<file path="src/rtl/priority_grant_pkg.sv">
// Shared constants for the priority grant decoder: FSM state encoding and
// the width of the encoded request index.
package priority_grant_pkg;

    localparam int IDX_W   = 2;
    localparam int GRANT_W = 1 << IDX_W;

    typedef logic [IDX_W-1:0]   idx_t;
    typedef logic [GRANT_W-1:0] grant_t;

    localparam logic [1:0] IDLE    = 2'd0;
    localparam logic [1:0] GRANT   = 2'd1;
    localparam logic [1:0] RELEASE = 2'd2;

endpackage

</file>
<file path="src/rtl/dec_2to4.sv">
// Combinational 2-to-4 one-hot decoder used to build the grant vector.
module dec_2to4
    import priority_grant_pkg::*;
(
    input  logic [IDX_W-1:0]   idx,
    output logic [GRANT_W-1:0] onehot
);

    for (genvar gi = 0; gi < GRANT_W; gi++) begin : g_bit
        assign onehot[gi] = (idx == idx_t'(gi));
    end

endmodule

</file>
<file path="src/rtl/priority_grant_decoder.sv">
// Grants one of four requesters from an encoded {A,B} index and holds the grant until ack.
// Optional grant revocation after TIMEOUT_CYCLES is enabled by defining GRANT_TIMEOUT_EN.
module priority_grant_decoder
    import priority_grant_pkg::*;
#(
    parameter int TIMEOUT_CYCLES = 8
)
(
    input  logic         clk,
    input  logic         rst,
    input  logic         A,
    input  logic         B,
    input  logic         V,
    input  logic         ack,
    output logic [3:0]   G,
    output logic         busy,
    output logic         err
);

    if (TIMEOUT_CYCLES < 2 || TIMEOUT_CYCLES > 255) begin : g_bad_timeout
        $error("TIMEOUT_CYCLES must be in 2..255");
    end

    logic [1:0]         state_reg, state_next;
    logic [IDX_W-1:0]   idx_reg, idx_next;
    logic [GRANT_W-1:0] g_reg, g_next;
    logic [GRANT_W-1:0] dec_onehot;
    logic               timeout_hit;

`ifdef GRANT_TIMEOUT_EN
    localparam logic [7:0] TIMEOUT_LAST = 8'(TIMEOUT_CYCLES - 1);

    logic [7:0] cnt_reg, cnt_next;
    logic       err_reg;

    // ack in the final cycle takes priority over the revocation
    assign timeout_hit = (state_reg == GRANT) && !ack && (cnt_reg == TIMEOUT_LAST);

    always_comb begin
        cnt_next = cnt_reg;
        if (state_reg != GRANT) begin
            cnt_next = 8'd0;
        end else if (!ack) begin
            cnt_next = cnt_reg + 8'd1;
        end
    end

    always_ff @(posedge clk or posedge rst) begin
        if (rst) begin
            cnt_reg <= 8'd0;
            err_reg <= 1'b0;
        end else begin
            cnt_reg <= cnt_next;
            err_reg <= timeout_hit;
        end
    end

    assign err = err_reg;
`else
    assign timeout_hit = 1'b0;
    assign err         = 1'b0;
`endif

    always_comb begin
        state_next = state_reg;
        idx_next   = idx_reg;
        case (state_reg)
            IDLE: begin
                if (V) begin
                    state_next = GRANT;
                    idx_next   = {A, B};
                end
            end
            GRANT: begin
                if (ack || timeout_hit) begin
                    state_next = RELEASE;
                end
            end
            RELEASE: state_next = IDLE;
            default: state_next = IDLE;
        endcase
    end

    // Decode the next index so the registered grant appears one cycle after capture
    dec_2to4 u_dec (
        .idx    (idx_next),
        .onehot (dec_onehot)
    );

    assign g_next = (state_next == GRANT) ? dec_onehot : '0;

    always_ff @(posedge clk or posedge rst) begin
        if (rst) begin
            state_reg <= IDLE;
            idx_reg   <= '0;
            g_reg     <= '0;
        end else begin
            state_reg <= state_next;
            idx_reg   <= idx_next;
            g_reg     <= g_next;
        end
    end

    assign G    = g_reg;
    assign busy = (state_reg != IDLE);

endmodule

</file>
<file path="config.mk">
export PLATFORM = sky130hd
export DESIGN_NAME = priority_grant_decoder
export DESIGN_NICKNAME = d
export VERILOG_FILES = /design/src/rtl/priority_grant_pkg.sv /design/src/rtl/dec_2to4.sv /design/src/rtl/priority_grant_decoder.sv
export SDC_FILE = /design/constraint.sdc
export NUM_CORES = 1
export LEC_CHECK = 0
export CAP_MARGIN = 30
export CORE_AREA = 2 2 39 41
export CTS_CLUSTER_SIZE = 16
export DETAILED_ROUTE_END_ITERATION = 12
export DIE_AREA = 0 0 41 43
export SLEW_MARGIN = 20
export SYNTH_ARGS = -nofsm -noshare
export SYNTH_HDL_FRONTEND = slang
export SYNTH_HIERARCHICAL = 1
export SYNTH_SLANG_ARGS = --single-unit
</file>
<file path="constraint.sdc">
create_clock -name clk -period 1.6 [get_ports clk]
set_input_delay 0.4 -clock clk [delete_from_list [all_inputs] [get_ports clk]]
set_output_delay 0.4 -clock clk [all_outputs]
set_load 0.1 [all_outputs]
</file>
Word-level counts from Yosys, hierarchy flattened:

Index checks and enable logic that the tools add are counted.

* equality and inequality tests: 5
* mux-type cells: 6
* reduce and logical (&&, ||, !) cells: 3

Operators by type and width (number)
* 2-bit 2-to-1 mux: 4
* 2-bit by 1-bit equality test with 1-bit output (second input constant): 3
* 2-bit equality test (second input constant): 2
* 2-bit logical NOT: 2
* 4-bit 2-to-1 mux: 1
* 2-bit one-hot mux with 2 select lines: 1
* 2-bit nonzero test: 1

* register bits: 8
* input bits: 6
* output and inout bits: 6

Longest topological paths before layout:

Gate-level depths: netlist (run 1).

* depth after elaboration: 4
* depth in mapped cells: 5
* mapped depth without buffers: 5

Modules after synthesis:

The synthesis (run 1) kept the hierarchy.

Modules (own cells, without submodules)
* priority_grant_decoder: instances 1, cells an instance 27, area an instance 329.1 µm²
* dec_2to4: instances 1, cells an instance 4, area an instance 26.3 µm²

Worst setup path after synthesis (run 1):

Ideal clock, no wire load.

* kind: reg-to-reg
* start: reg state_reg[1]
* end: reg g_reg[2] (netlist: G[2])
* arrival: 1390 ps
* data required time: 1506 ps
* slack: 116 ps
* cell stages (with the launch flop): 6
* buffers on the path: 0
* cells stage by stage: dfrtp_1 -> nor3b_2 -> mux2_2 -> and2b_2 -> inv_1 -> a211oi_1

* cells in the longest elaborated chain, start to end: 4
* elaborated cells on any way between the ends: 9
* classes of those cells: 3 x eq/ne; 5 x mux; 1 x reduce/logical

RTL lines
* from (decl): RTL line priority_grant_decoder.sv:24 `logic [1:0] state_reg, state_next;`
* from (signal assigned): RTL line priority_grant_decoder.sv:98 `state_reg <= state_next;`
* 2-bit logical NOT: RTL line priority_grant_decoder.sv:67 `case (state_reg)`
* 2-bit 2-to-1 mux: RTL line priority_grant_decoder.sv:67
* named net idx_next[0]: RTL line priority_grant_decoder.sv:25 `logic [IDX_W-1:0] idx_reg, idx_next;`
* 2-bit equality test: RTL line dec_2to4.sv:10 `assign onehot[gi] = (idx == idx_t'(gi));`
* named net dec_onehot[2]: RTL line priority_grant_decoder.sv:27 `logic [GRANT_W-1:0] dec_onehot;`
* 4-bit 2-to-1 mux: RTL line priority_grant_decoder.sv:90 `assign g_next = (state_next == GRANT) ? dec_onehot : '0;`
* named net g_next[2]: RTL line priority_grant_decoder.sv:26 `logic [GRANT_W-1:0] g_reg, g_next;`
* to (signal assigned): RTL line priority_grant_decoder.sv:100 `g_reg <= g_next;`
* to (decl): RTL line priority_grant_decoder.sv:26

The timed path passes the listed nets, and every way through them passes these cells.

Worst setup path in the final report (run 1):

Ends and elaborated chain as after synthesis.

==> qor.tcl, run 1 <==
set qor(die-area_sq_um) 1760
set qor(gpl.final_weighted_congestion) 0.751
set qor(portBuffers) 10
set qor(die_h_microns) 43
set qor(gr-usage-all-layers_pct) 11.6
set qor(cellPowerDensity_nw_per_um2) 1770
set qor(clkSinkCount) 8
set qor(floorplan.initialDensity_pct) 25.7
set qor(hold_class) {input pin to asynchronous set/reset pin}
set qor(irDropWorstVdd_uv) 653
set qor(final-seq-area_sq_um) 200
set qor(crit_fanout) 4
set qor(dp_slack_ns) -0.458
set qor(final_min_period_over_clock_period_pct) 99.3
set qor(num-fill-cells) 126
set qor(fin_crit_ns) 1.59
set qor(final_cell_count_no_fill) 63
set qor(drc_errors) 0
set qor(worstPathRequired_ns) 1.77
set qor(grt_antenna_before_repair) 0
set qor(maxCapViolCount) 0
set qor(clock_path_buffers) 2
set qor(finalNetCount) 55
set qor(worst_r2r_endpoint) {G[2]$_DFF_PP0_}
set qor(report.final.hold_viol_count) 0
set qor(cts_made_buffers) 3
set qor(worst-endpoint-arrival_ns) 1.76
set qor(drt.antenna.violating_nets) 0
set qor(largest_reg_flops) 4
set qor(yosysWarnings) 6
set qor(synth_async_sr_flop_share_pct) 100
set qor(cts_tree) {done}
set qor(syn_inst) 31
set qor(leakage_nw) 0.277
set qor(top_level_ports) 12
set qor(most_used_cells_in_the_layout_excluding_fill_and_tap_cells) {sky130_fd_sc_hd__dfrtp_1, sky130_fd_sc_hd__buf_12, sky130_fd_sc_hd__inv_1, sky130_fd_sc_hd__clkdlybuf4s50_1}
set qor(detail_route.first_pass.iterations) 4
set qor(crit_path_end_kind) {flip-flop}
set qor(clkSlewWorstSetupHoldPaths_ns) 0.06
set qor(via_count_of_the_first_global_routing_pass) 284
set qor(gr-total-overflow) 0
set qor(area.growth.synth_to_final_pct) 68.3
set qor(finClkSkew_ns) 0.00335
set qor(slew_violations) 0
set qor(mappedNetlistArea_sq_um) 355
set qor(setup_viol_count_final) 0
set qor(ys_dominant_reg_cell) {sky130_fd_sc_hd__dfrtp_1}
set qor(core_region_area_sq_um) 1380
set qor(routedWlPerCell_microns) 11.9
set qor(core.rowCount) 14
set qor(wire_length_of_the_first_global_routing_pass_microns) 1260
set qor(syn_nets) 37
set qor(grt_setup_unrepaired) {yes}
set qor(chipWidth_microns) 41
set qor(via_per_inst) 4.40
set qor(run_status) {completed}
set qor(initialDrtViolationCount) 5
set qor(rrSetupSlack_ns) 0.01
set qor(synth.distinct_cells) 15
set qor(final_layout_size_suffix_gt1_share_pct) 44.7
set qor(number_of_register_bits_inferred_by_synthesis) 8
set qor(syn_avg_cell_area_sq_um) 11.5
set qor(dr_total_vias) 277
set qor(antennaDiodeCount) 0
set qor(clockRootBuffer) {sky130_fd_sc_hd__clkbuf_4}
set qor(timing.rr.start) {state_reg[1]$_DFF_PP0_}
set qor(final_core_util_pct) 43.2
set qor(criticalPathCategory) {flip-flop to flip-flop}
set qor(yosysSeqAreaShare_pct) 56.3
set qor(dpl.hpwl_microns) 477
set qor(reg2regPathDepth) 6
set qor(insertion_delay_ns) 0.25
set qor(multi_input_area_sq_um) 150
set qor(start_kind) {flip-flop}
set qor(layout_commonest_cell) {sky130_fd_sc_hd__dfrtp_1}
set qor(max_freq_ghz) 0.629
set qor(dpl.cell_count) 57
set qor(synth-edff-count) 0
set qor(cts-htree-levels) 1
set qor(final.setup.worst_slack_ns) 0.0106
set qor(postRouteWirelength_microns) 747
set qor(grt_max_degree) 9
[cells by family after synthesis]
group	share of synthesized area, %
and+or+nand+nor	19.0
AOI/OAI and AO/OA	9.86
DFF	56.3
muxes	6.34
other	1.06
buffers and inverters	7.40
[Yosys cell counts (2+ instances only)]
| cell | count | area (sq um) |
|---|---|---|
| sky130_fd_sc_hd__nand2b_1 | 2 | 12.5 |
| sky130_fd_sc_hd__inv_1 | 5 | 18.8 |
| sky130_fd_sc_hd__dfrtp_1 | 8 | 200 |
| sky130_fd_sc_hd__a211oi_1 | 4 | 30.0 |
| sky130_fd_sc_hd__mux2_2 | 2 | 22.5 |
[routing by layer]
layer,GRT usage [%],part of all wire (%),vias up
met5,0,0,-
met3,3.14,5.0,2
met1,11.3,36,132
met4,10.0,1.9,0
li1,-,-,131
met2,18.4,57,12
[how the worst max path moves through the flow]
stage                      startpoint             end  depth (start not counted)
6_report       state_reg[1]$_DFF_PP0_  G[2]$_DFF_PP0_                          6
2_1_floorplan  state_reg[1]$_DFF_PP0_  G[2]$_DFF_PP0_                          5
5_1_grt        state_reg[1]$_DFF_PP0_  G[2]$_DFF_PP0_                          6
3_3_place_gp                        V  G[2]$_DFF_PP0_                          6
3_5_place_dp                        V  G[2]$_DFF_PP0_                          6
4_1_cts        state_reg[1]$_DFF_PP0_  G[2]$_DFF_PP0_                          6
[where the power goes]
part	internal [mW]	total (mW)	switching, mW
combinational	0.255	0.608	0.353
sequential	0.256	0.295	0.0395
clock	0.0859	0.155	0.0695
[what timing repair did]
item | 4_1_cts | 5_1_grt
resized for setup | 7 | 2
setup endpoints to repair | 5 | 5
hold buffers | 0 | 0
pin swaps | 1 | 1
setup buffers | 3 | 0
[worst max-delay path, stage by stage (launching register included)]
cell                       delay [ns]
sky130_fd_sc_hd__dfrtp_1         0.40
sky130_fd_sc_hd__buf_6           0.13
sky130_fd_sc_hd__nor3b_4         0.24
sky130_fd_sc_hd__mux2_4          0.35
sky130_fd_sc_hd__and2b_2         0.22
sky130_fd_sc_hd__inv_2           0.03
sky130_fd_sc_hd__a211oi_2        0.14
[layout make-up]
class / instances / share of cell area (%)
flip-flops and latches: 8 / 33.5
inverters: 5 / 3.14
well taps: 16 / 3.35
multi-input cells: 17 / 25.1
clock buffers: 3 / 3.77
repair buffers: 14 / 31.2
[stage by stage]
| step | TNS (ns) | hold slack, ns | total power [mW] | area [sq um] |
|---|---|---|---|---|
| after floorplan | 0 | 0.216 | 0.645 | 355 |
| after global placement | -1.51 | 0.518 | 0.829 | 526 |
| after detailed placement | -1.66 | 0.532 | 0.837 | 526 |
| after CTS | 0 | 0.400 | 1.05 | 594 |
| after global routing | -0.168 | 0.433 | 1.12 | 598 |
| final | 0 | 0.393 | 1.06 | 598 |
(Power assumes the default switching activity.)
==> run 2: changes to the inputs <==
==> constraint.sdc (replaced) <==
create_clock -name clk -period 1.75 [get_ports clk]
set_input_delay 0.4375 -clock clk [delete_from_list [all_inputs] [get_ports clk]]
set_output_delay 0.4375 -clock clk [all_outputs]
set_load 0.1 [all_outputs]
==> run 2 against run 1 <==
Net effect: clock power down 12%; clock skew shrank 0.0025 ns; count of clock-buffer cells in the layout stayed put; combinational power down 14%; highest routed layer is now met3; flip-flop and latch count unchanged; non-clock buffer count is 3 lower; design area fell by 3.8%; utilization decreased by 1.6 points; global-route usage down 2.7 points; largest power group unchanged; total power decreased by 12%.
==> qor.tcl, run 2 (same netlist as run 1, synthesis figures left out) <==
set qor(run_status) {completed}
set qor(top_level_ports) 12
set qor(gr-usage-all-layers_pct) 8.82
set qor(area.growth.synth_to_final_pct) 62.0
set qor(initialDrtViolationCount) 3
set qor(total_power_uw) 928
set qor(final_cell_count_no_fill) 60
set qor(cts_made_buffers) 3
set qor(criticalPathCategory) {flip-flop to primary output}
set qor(clock_path_buffers) 2
set qor(portBuffers) 10
set qor(hold_class) {input pin to asynchronous set/reset pin}
set qor(dpl.cell_count) 57
set qor(dr_total_vias) 246
set qor(routedWlPerCell_microns) 10.2
set qor(drt.antenna.violating_nets) 0
set qor(finClkSkew_ns) 0.000851
set qor(final_layout_size_suffix_gt1_share_pct) 38.6
set qor(cts_tree) {done}
set qor(final_min_period_over_clock_period_pct) 95.0
set qor(worst_hold_slack_ns) 0.438
set qor(wire_length_of_the_first_global_routing_pass_microns) 945
set qor(postRouteWirelength_microns) 610
set qor(clockRootBuffer) {sky130_fd_sc_hd__clkbuf_4}
set qor(final.setup.worst_slack_ns) 0.0883
set qor(detail_route.first_pass.iterations) 2
set qor(fin_crit_ns) 1.66
set qor(grt_setup_unrepaired) {no}
set qor(dp_slack_ns) -0.323
set qor(gpl.final_weighted_congestion) 0.727
set qor(cts_hold_repair.buffers) 0
set qor(clkSinkCount) 8
set qor(drc_errors) 0
set qor(grt_max_degree) 9
set qor(core_region_area_sq_um) 1380
set qor(crit_path_end_kind) {primary output}
set qor(report.final.hold_viol_count) 0
set qor(grt_util_met1_pct) 8.31
set qor(max_freq_ghz) 0.602
set qor(met2_usage_pct) 12.8
set qor(most_used_cells_in_the_layout_excluding_fill_and_tap_cells) {sky130_fd_sc_hd__dfrtp_1, sky130_fd_sc_hd__inv_1, sky130_fd_sc_hd__buf_12}
set qor(groute.layer.met3.usage_pct) 3.14
set qor(die-area_sq_um) 1760
set qor(finalNetCount) 52
set qor(worstPathRequired_ns) 1.31
set qor(via_per_inst) 4.10
set qor(dpl.hpwl_microns) 451
set qor(timing.rr.start) {state_reg[0]$_DFF_PP0_}
set qor(gr-total-overflow) 0
set qor(num-fill-cells) 140
set qor(core.rowCount) 14
set qor(layout_commonest_cell) {sky130_fd_sc_hd__dfrtp_1}
set qor(busiest_layer) {met2}
set qor(antennaDiodeCount) 0
set qor(die_h_microns) 43
set qor(maxCapViolCount) 0
set qor(crit_fanout) 7
set qor(crit_path_start) {state_reg[1]$_DFF_PP0_}
set qor(setup_viol_count_final) 0
set qor(clkSlewWorstSetupHoldPaths_ns) 0.05
set qor(largest_reg_flops) 4
set qor(insertion_delay_ns) 0.25
set qor(leakage_nw) 0.269
set qor(grt_antenna_before_repair) 0
set qor(floorplan.initialDensity_pct) 25.7
set qor(irDropWorstVdd_uv) 512
set qor(chipWidth_microns) 41
set qor(start_kind) {flip-flop}
set qor(cellPowerDensity_nw_per_um2) 1610
set qor(cts-htree-levels) 1
set qor(worst-endpoint-arrival_ns) 1.22
set qor(via_count_of_the_first_global_routing_pass) 232
set qor(slew_violations) 0
## run 2: cell types whose count changed in the layout (fill, tap and decap cells not counted), sizes merged
| cell | previous run | this run |
|---|---|---|
| dlygate4sd2 | 1 | 0 |
| buf | 9 | 6 |
| dlymetal6s2s | 0 | 1 |
## run 2: metrics by stage
| step | instance area [sq um] | util [%] | TNS [ns] |
|---|---|---|---|
| CTS | 567 | 41.0 | -0.000234 |
| floorplan | 355 | - | 0 |
| detailed placement | 526 | 38.0 | -1.04 |
| global route | 576 | 41.6 | 0 |
| global placement | 526 | 38.0 | -0.924 |
| finish | 576 | 41.6 | 0 |
## run 2: worst paths after layout
path | end | slack, ns | cells after the start
max reg2reg | G[2]$_DFF_PP0_ | 0.24 | 5
max | busy | 0.09 | 3
max in group asynchronous | G[3]$_DFF_PP0_ | 1.09 | 2
min | G[1]$_DFF_PP0_ | 0.44 | 2
min in group clk | idx_reg[1]$_DFF_PP0_ | 0.52 | 1
min reg2reg | idx_reg[1]$_DFF_PP0_ | 0.52 | 1
## run 2: layer usage
metal | routed length [microns] | share of wire (%) | up-vias
met5 | 0 | 0 | -
met3 | 25 | 4.1 | 0
met4 | 0 | 0 | 0
met1 | 267 | 44 | 114
li1 | - | - | 126
met2 | 317 | 52 | 6
## run 2: where the power goes
part	switching (mW)	leakage [nW]	total [mW]	internal, mW
Clock	0.0581	0.0138	0.136	0.0782
Sequential	0.0354	0.103	0.269	0.234
Combinational	0.312	0.152	0.523	0.210
## run 2: timing repair
item,in CTS,in global routing
setup buffers,0,0
cloned,0,0
endpoints found under the setup margin,1,5
gates resized for setup,4,3
## run 2: worst max-delay path, cell delays in order, from the launching register on
cell                      delay [ns]
sky130_fd_sc_hd__dfrtp_1        0.41
sky130_fd_sc_hd__buf_6          0.15
sky130_fd_sc_hd__or2_4          0.25
sky130_fd_sc_hd__buf_12         0.16
## run 2: layout make-up
cell class / instances / area (sq um) / area share [%]
sequential: 8 / 200 / 34.8
timing repair buffer: 11 / 164 / 28.5
multi-input combinational: 17 / 150 / 26.1
clock buffer: 3 / 22.5 / 3.91
tap: 16 / 20.0 / 3.48
inverter: 5 / 18.8 / 3.26
==> run 3: changes to the inputs <==
--- a/config.mk
+++ b/config.mk
@@ -5,11 +5,14 @@
 export SDC_FILE = /design/constraint.sdc
 export NUM_CORES = 1
 export LEC_CHECK = 0
+export ABC_CLOCK_PERIOD_IN_PS = 1750
 export CAP_MARGIN = 30
 export CORE_AREA = 2 2 39 41
 export CTS_CLUSTER_SIZE = 16
 export DETAILED_ROUTE_END_ITERATION = 12
 export DIE_AREA = 0 0 41 43
+export GPL_TIMING_DRIVEN = 1
+export MAX_ROUTING_LAYER = met4
 export SLEW_MARGIN = 20
 export SYNTH_ARGS = -nofsm -noshare
 export SYNTH_HDL_FRONTEND = slang
==> results of run 3 <==
Final layout, timing and power as in run 2 (identical DEF).
Main changes from that run: final weighted congestion in routability-driven placement 0.727 -> 0.735; overall routing resource usage 8.82% -> 9.04%
